### config.mk
export PLATFORM = sky130hd
export DESIGN_NAME = sha256_padder
export DESIGN_NICKNAME = d
export VERILOG_FILES = /design/src/rtl/sha256_padder.sv
export SDC_FILE = /design/constraint.sdc
export NUM_CORES = 1
export LEC_CHECK = 0
export CORE_UTILIZATION = 23
export CTS_CLUSTER_SIZE = 8
export DETAILED_ROUTE_END_ITERATION = 6
export GPL_TIMING_DRIVEN = 1
export PLACE_DENSITY_LB_ADDON = 0.15
export SLEW_MARGIN = 20
export SYNTH_ARGS = -nofsm -noshare
export SYNTH_HDL_FRONTEND = slang
export SYNTH_SLANG_ARGS = --single-unit
### constraint.sdc
create_clock -name iClk -period 2.95 [get_ports iClk]
set_input_delay 0.295 -clock iClk [delete_from_list [all_inputs] [get_ports iClk]]
set_output_delay 0.295 -clock iClk [all_outputs]
set_load 0.02 [all_outputs]
### src/rtl/sha256_padder.sv
// SHA-256 message padder: turns an arbitrary-length big-endian word stream into complete 512-bit blocks.
// Optional build macro SHA_PAD_BYTESWAP_EN byte-reverses iData on entry for little-endian buffers.
module sha256_padder #(
  parameter int LEN_W = 32
) (
  input  logic        iClk,
  input  logic        iRst,
  input  logic [31:0] iData,
  input  logic        iValid,
  input  logic        iLast,
  input  logic [1:0]  iBytes,
  output logic        oReady,
  output logic [31:0] oData,
  output logic        oValid,
  input  logic        iReady,
  output logic        oBlockEnd,
  output logic        oMsgEnd,
  output logic [31:0] oBlockCount,
  output logic        oBusy
);

  typedef enum logic [1:0] {
    S_PASS  = 2'd0,
    S_PAD80 = 2'd1,
    S_ZERO  = 2'd2
  } state_t;

  state_t            state, state_n;
  logic [3:0]        w, w_n;
  logic [LEN_W-1:0]  byte_cnt, byte_cnt_n;
  logic              extra, extra_n;
  logic [31:0]       data_n;
  logic              valid_n, blk_end_n, msg_end_n, busy_n;
  logic [31:0]       blk_cnt_n;

  logic              load, accept;
  logic [31:0]       word_in, pad_word;
  logic [LEN_W-1:0]  byte_inc;
  logic [63:0]       len_bits;

`ifdef SHA_PAD_BYTESWAP_EN
  assign word_in = {iData[7:0], iData[15:8], iData[23:16], iData[31:24]};
`else
  assign word_in = iData;
`endif

  assign load     = !oValid || iReady;
  assign oReady   = (state == S_PASS) && load;
  assign accept   = iValid && oReady;
  assign len_bits = 64'(byte_cnt) << 3;
  assign byte_inc = (iLast && (iBytes != 2'd0)) ? LEN_W'(iBytes) : LEN_W'(3'd4);

  // Keep the valid leading bytes of a short final word and drop the 0x80 marker right after them.
  always_comb begin
    pad_word = word_in;
    if (iLast) begin
      case (iBytes)
        2'd1:    pad_word = {word_in[31:24], 8'h80, 16'h0000};
        2'd2:    pad_word = {word_in[31:16], 8'h80, 8'h00};
        2'd3:    pad_word = {word_in[31:8], 8'h80};
        default: pad_word = word_in;
      endcase
    end
  end

  // Next-state and next-output logic; everything holds unless the output register may load.
  always_comb begin
    state_n    = state;
    w_n        = w;
    byte_cnt_n = byte_cnt;
    extra_n    = extra;
    data_n     = oData;
    valid_n    = oValid;
    blk_end_n  = oBlockEnd;
    msg_end_n  = oMsgEnd;
    busy_n     = oBusy;
    blk_cnt_n  = oBlockCount;

    if (oValid && iReady && oBlockEnd)
      blk_cnt_n = oBlockCount + 32'd1;
    if (accept) begin
      busy_n = 1'b1;
      if (!oBusy)
        blk_cnt_n = 32'd0;
    end

    case (state)
      S_PASS: begin
        if (load) begin
          valid_n   = accept;
          blk_end_n = 1'b0;
          msg_end_n = 1'b0;
          if (accept) begin
            data_n     = pad_word;
            blk_end_n  = (w == 4'd15);
            w_n        = w + 4'd1;
            byte_cnt_n = byte_cnt + byte_inc;
            if (iLast) begin
              if (iBytes == 2'd0) begin
                state_n = S_PAD80;
              end else begin
                state_n = S_ZERO;
                extra_n = (w >= 4'd14);
              end
            end
          end
        end
      end

      S_PAD80: begin
        if (load) begin
          valid_n   = 1'b1;
          data_n    = 32'h8000_0000;
          blk_end_n = (w == 4'd15);
          msg_end_n = 1'b0;
          w_n       = w + 4'd1;
          extra_n   = (w >= 4'd14);
          state_n   = S_ZERO;
        end
      end

      S_ZERO: begin
        if (load) begin
          // A held length word can only be leaving here, so this load closes the message.
          if (oValid && oMsgEnd) begin
            valid_n    = 1'b0;
            data_n     = 32'h0;
            blk_end_n  = 1'b0;
            msg_end_n  = 1'b0;
            busy_n     = 1'b0;
            w_n        = 4'd0;
            byte_cnt_n = '0;
            state_n    = S_PASS;
          end else begin
            valid_n   = 1'b1;
            blk_end_n = (w == 4'd15);
            w_n       = w + 4'd1;
            if (extra) begin
              data_n    = 32'h0;
              msg_end_n = 1'b0;
              if (w == 4'd15)
                extra_n = 1'b0;
            end else begin
              msg_end_n = (w == 4'd15);
              if (w == 4'd14)
                data_n = len_bits[63:32];
              else if (w == 4'd15)
                data_n = len_bits[31:0];
              else
                data_n = 32'h0;
            end
          end
        end
      end

      default: state_n = S_PASS;
    endcase
  end

  always_ff @(posedge iClk or posedge iRst) begin
    if (iRst) begin
      state       <= S_PASS;
      w           <= 4'd0;
      byte_cnt    <= '0;
      extra       <= 1'b0;
      oData       <= 32'h0;
      oValid      <= 1'b0;
      oBlockEnd   <= 1'b0;
      oMsgEnd     <= 1'b0;
      oBusy       <= 1'b0;
      oBlockCount <= 32'd0;
    end else begin
      state       <= state_n;
      w           <= w_n;
      byte_cnt    <= byte_cnt_n;
      extra       <= extra_n;
      oData       <= data_n;
      oValid      <= valid_n;
      oBlockEnd   <= blk_end_n;
      oMsgEnd     <= msg_end_n;
      oBusy       <= busy_n;
      oBlockCount <= blk_cnt_n;
    end
  end

endmodule

# [Word level (Yosys, flattened, before mapping)]
# Cells that the tools add are included.
[word_totals] latch_bits=0 n_memories=0 rom_bits=0 register_bits=107 input_bits=39 ram_bits=0
[op_classes] shift=0 n_mul=0 order_cmp=1 n_eq_ne=16 reduce_logical=21 div=0 n_addsub=3 bitwise=0 mux=64
[op_table] operator="$mux 32" count=15
[op_table] operator="$pmux 32 s3" count=1
[op_table] operator="$pmux 24 s3" count=1
[op_table] operator="$pmux 32 s2" count=1
[op_table] operator="$add 32x1->32 const B" count=1
[op_table] operator="$add 32x3->32" count=1
[op_table] operator="$mux 1" count=26
[op_table] operator="$mux 24" count=1
[op_table] operator="$mux 4" count=5
[op_table] operator="$ne 2x2->1 const B" count=8
[op_table] operator="$mux 2" count=7
[op_table] operator="$pmux 4 s3" count=1
[op_table] operator="$reduce_and 5->1" count=2
[op_table] operator="$pmux 1 s3" count=3
[op_table] operator="$eq 4x4->1 const B" count=2
[op_table] operator="$reduce_and 8->1" count=1
[op_table] operator="$eq 2x2->1 const B" count=3
[op_table] operator="$logic_and 1x1->1" count=6
[op_table] operator="$pmux 2 s3" count=1
[op_table] operator="$reduce_and 6->1" count=1
[op_table] operator="$reduce_bool 2->1" count=3
[op_table] operator="$add 4x1->4 const B" count=1
[op_table] operator="$eq 2x1->1 const B" count=2
[op_table] operator="$ge 4x4->1 const B" count=1
[op_table] operator="other kinds (10)" count=11

# [Longest topological paths before layout]
[logic_depth] ltp_word=8 depth_mapped=10 depth_no_buf=9

# [Worst setup path before layout]
# Ideal clock, no wire load.
[synth_path] path_type="in2reg" from="input iBytes[1]" to="register byte_cnt[22]" stages=8 required_ns=2.884 arrival_time_ns=2.276 n_path_buf=1 slack_ns=0.608 path_cell_list="clkbuf_1 -> nand2_1 -> fa_1 -> nand2b_1 -> a211oi_1 -> o21ai_1 -> or4_1 -> nand2_1"
[synth_via] elab_chain_cells=7
[synth_lines] element="from (decl)" line="11" rtl="input logic [1:0] iBytes,"
[synth_lines] element="$reduce_bool 2->1" line="51" rtl="assign byte_inc = (iLast && (iBytes != 2'd0)) ? LEN_W'(iBytes) : LEN_W'(3'd4);"
[synth_lines] element="$logic_and 1x1->1" line="51"
[synth_lines] element="$mux 3 *" line="51"
[synth_lines] element="$add 32x3->32 *" line="97" rtl="byte_cnt_n = byte_cnt + byte_inc;"
[synth_lines] element="$mux 32 *" line="93" rtl="if (accept) begin"
[synth_lines] element="$mux 32 *" line="89" rtl="if (load) begin"
[synth_lines] element="$pmux 32 s2 *" line="87" rtl="case (state)"
[synth_lines] element="to (signal assigned)" line="175" rtl="byte_cnt <= byte_cnt_n;"
[synth_lines] element="to (decl)" line="30" rtl="logic [LEN_W-1:0] byte_cnt, byte_cnt_n;"
# Mark *: on every way between the ends. The rest lies on a longest branch, timed or not. The select of a mux whose other input is x is not followed.
# A chain may end at the register's enable or synchronous reset.

# [Worst setup path after layout]
[layout_path] from="input iBytes[0]" to="register byte_cnt[26]"
# Same word-level chain as after synthesis.

==> reports/metrics.csv <==
metric,value,unit
maximum clock insertion buffer count,2,
WL final,16800,um
Area contributors post-synth,"dfrtp_1 (47%), nor2_1 (6.1%), a21oi_1 (4.5%)",
Clk network pwr share,20.4,%
IO Port Bufs,107,
pin count of the biggest net entering global routing,40,
Residual DRC,0,
Final Hold Viols,0,
final-layout fill cell count,2459,
Starting Density,23.8,%
Sw Share,41.0,%
Synth area leader,dfrtp_1,
TritonCTS clock tree,built,
Pwr Total,5.95,mW
Fmax,379,MHz
Avg Inst Size Synth,9.10,sq um
YS warnings,0,
multi-input logic area,2770,sq um
mapped cell area,5640,sq um
TritonCTS Sinks,107,
antenna violations before repair,0,
gpl congestion,0.766,
Worst R2R Setup Slack,0.49,ns
"Seq/Total Area, Yosys",47.5,%
dpl cell area,7270,sq um
sequential power share,34.5,%
Post-synth EDFFs,0,
internal power,3.51,mW
hold buffers post-CTS,0,
DIE AREA,25200,sq um
Worst Tran Pin Value,0.849,ns
Vias/cell,4.71,
post_cts resized,0,
latest clock arrival within the worst-skew pair,0.36,ns
Final Max Slew Viols,0,
Setup CP Type,input port to register,
share of the clock period used by the worst path,89.4,%
Netlist cell types,57,
Rel. slew slack,43.3,%
ANT cells,0,
Core Footprint,23800,sq um
CP required,3.24,ns
Worst setup EP type,register,
Final Util,31.8,%
skew final,0.0129,ns
"Async S/R FF share, synth",100,%
gr busiest metal,met2,
H-tree levels,3,
min Tclk post-route,2.64,ns
total setup buffers inserted after CTS,0,
M2 GR Usage,21.6,%
Top Ports,108,
Hold WC Path Type,input port to async pin,
Syn Nets,670,
Gate power share,45.1,%
layout cells sized above 1,8.43,%
R2R depth,7,
global-route wire length before repair,26700,um
DRT Pass-1 Iters,4,
element type at the critical path start,input port,
Max VDD drop,291,uV
register area,2680,sq um
GRT Total Usage,13.8,%
Via Count,5018,
Root Driver,clkbuf_16,
wire per inst,15.8,um
Setup Viol. Count Final,0,
setup TNS,0,ns
fin nets,792,
R2R Path End,byte_cnt[29]$_DFFE_PP0P_,
DR iter-0 viols,217,
status,finished clean,
max_cap viols,0,
grt met1 use,19.3,%
worst-path maximum fanout,6,
antenna-violating nets left,0,
Power Density,787,nW/um^2
crit path launch,iBytes[0],
Die W,159,um
final instance area,7560,sq um
hpwl dp,12300,um
Worst R2R Start,state[0]$_DFFE_PP0P_,
total grt overflow,0,
RSZ-0062 raised after global routing,false,
vias in the first global route,4875,
"Top FF cell, synth",dfrtp_1,
Lkg Pwr,3.13,nW
clock transition at the registers of the reported paths,0.08,ns
Die H,159,um
CTS buffer count,9,
Cell Rows,56,
end of the critical path,byte_cnt[26]$_DFFE_PP0P_,
met3 Use GR,3.02,%
Synth top area share,47.5,%
P&R area growth vs syn,33.9,%
cell count after synthesis,620,
Net Sw Power,2.44,mW
critical path data arrival time,2.93,ns
"FF+latch count, synth",107,
==> power by group through the flow <==
stage          clock (mW)  sequential [mW]  combinational (mW)
6_report             1.21             2.05                2.68
5_1_grt              1.32             2.11                2.97
4_1_cts              1.27             2.06                2.73
3_5_place_dp            0             2.08                2.72
3_3_place_gp            0             2.08                2.69
2_1_floorplan           0             2.29                1.39
==> worst min path at each step <==
| stage | from | end | slack [ns] | depth (start not counted) |
|---|---|---|---|---|
| after floorplan | iData[10] | oData[10]$_DFFE_PP0P_ | 0.46 | 2 |
| after global placement | oData[26]$_DFFE_PP0P_ | oData[26]$_DFFE_PP0P_ | 0.47 | 2 |
| after detailed placement | oData[26]$_DFFE_PP0P_ | oData[26]$_DFFE_PP0P_ | 0.47 | 2 |
| after CTS | iRst | oBlockCount[29]$_DFF_PP0_ | 0.46 | 2 |
| after global routing | iRst | oBlockCount[26]$_DFF_PP0_ | 0.52 | 2 |
| final | iRst | oBlockCount[29]$_DFF_PP0_ | 0.44 | 2 |
==> critical path: stages <==
cell and delay (ns):
clkdlybuf4s50_1 0.52, and2_1 0.18, ha_1 0.18, inv_1 0.06, fa_1 0.37, nand2b_1 0.15
a211oi_1 0.24, buf_4 0.16, o2111ai_1 0.21, or3_1 0.41, a21oi_1 0.15
==> sequential cells by signal (all words and copies together) (netlist names) <==
signal / flops
byte_cnt: 32
oBlockCount: 32
oData: 32
w: 4
state: 2
extra: 1
oBlockEnd: 1
oBusy: 1
oMsgEnd: 1
oValid: 1
==> Yosys cell counts (all sizes together), types with 2 or more instances <==
master / count
a211oi: 7
a31oi: 3
nor2: 92
a211o: 3
clkbuf: 19
nand2b: 6
nand2: 57
xor2: 17
or3: 20
mux2i: 5
a21boi: 2
and2: 4
nor3: 2
or4: 6
nor2b: 11
a221oi: 21
nand4b: 2
nand4: 14
xnor2: 10
mux2: 2
buf: 8
inv: 21
nand3: 31
o211ai: 4
o31ai: 5
and3: 6
or2: 3
and4: 4
a21oi: 51
ha: 10
dfrtp: 107
a21o: 2
nor4: 6
o21ai: 46
==> placed cells by master (no fill, tap or decap), types with 6 or more instances in the layout <==
cell type and instances:
nand4_1 13, and3_1 6, dfrtp_1 107, a21oi_1 50, a221oi_1 21, clkdlybuf4s50_1 107
o21ai_0 45, nor2_1 92, a211oi_1 7, nand3_1 29, clkbuf_16 9, buf_4 28
or4_1 6, ha_1 10, xnor2_1 10, inv_1 20, xor2_1 17, or3_1 20
nand2_1 56, nor2b_1 11, nand2b_1 6
==> kinds of logic (layout without fill, tap and decap cells) <==
family | count (synthesis) | after routing | synth area share [%]
compound gates | 153 | 153 | 16.8
buf+inv | 48 | 175 | 3.55
fa+ha+maj | 11 | 11 | 2.57
simple gates | 267 | 267 | 24.2
mux | 7 | 7 | 1.29
flops | 107 | 107 | 47.5
xor+xnor | 27 | 27 | 4.19
==> area by class of cell <==
type	instances	area share, %
multi-input cells	465	36.7
well taps	319	5.28
clock buffers	10	3.03
inverters	21	1.09
clock inverters	6	0.728
flip-flops and latches	107	35.4
repair buffers	138	17.7
==> per-layer routing <==
metal | part of all wire [%] | wire (um) | vias up
met5 | 0 | 0 | -
met2 | 45 | 7530 | 113
met3 | 4.9 | 827 | 9
li1 | - | - | 2457
met4 | 0.82 | 138 | 0
met1 | 49 | 8310 | 2439
==> through the flow <==
stage	worst slack [ns]	cells	hold slack [ns]
detailed placement	-0.0896	1050	0.475
CTS	0.288	1066	0.459
floorplan	0.608	620	0.463
finish	0.312	1066	0.435
global placement	-0.0184	1050	0.473
global route	0.140	1066	0.520
(Power assumes the default switching activity.)
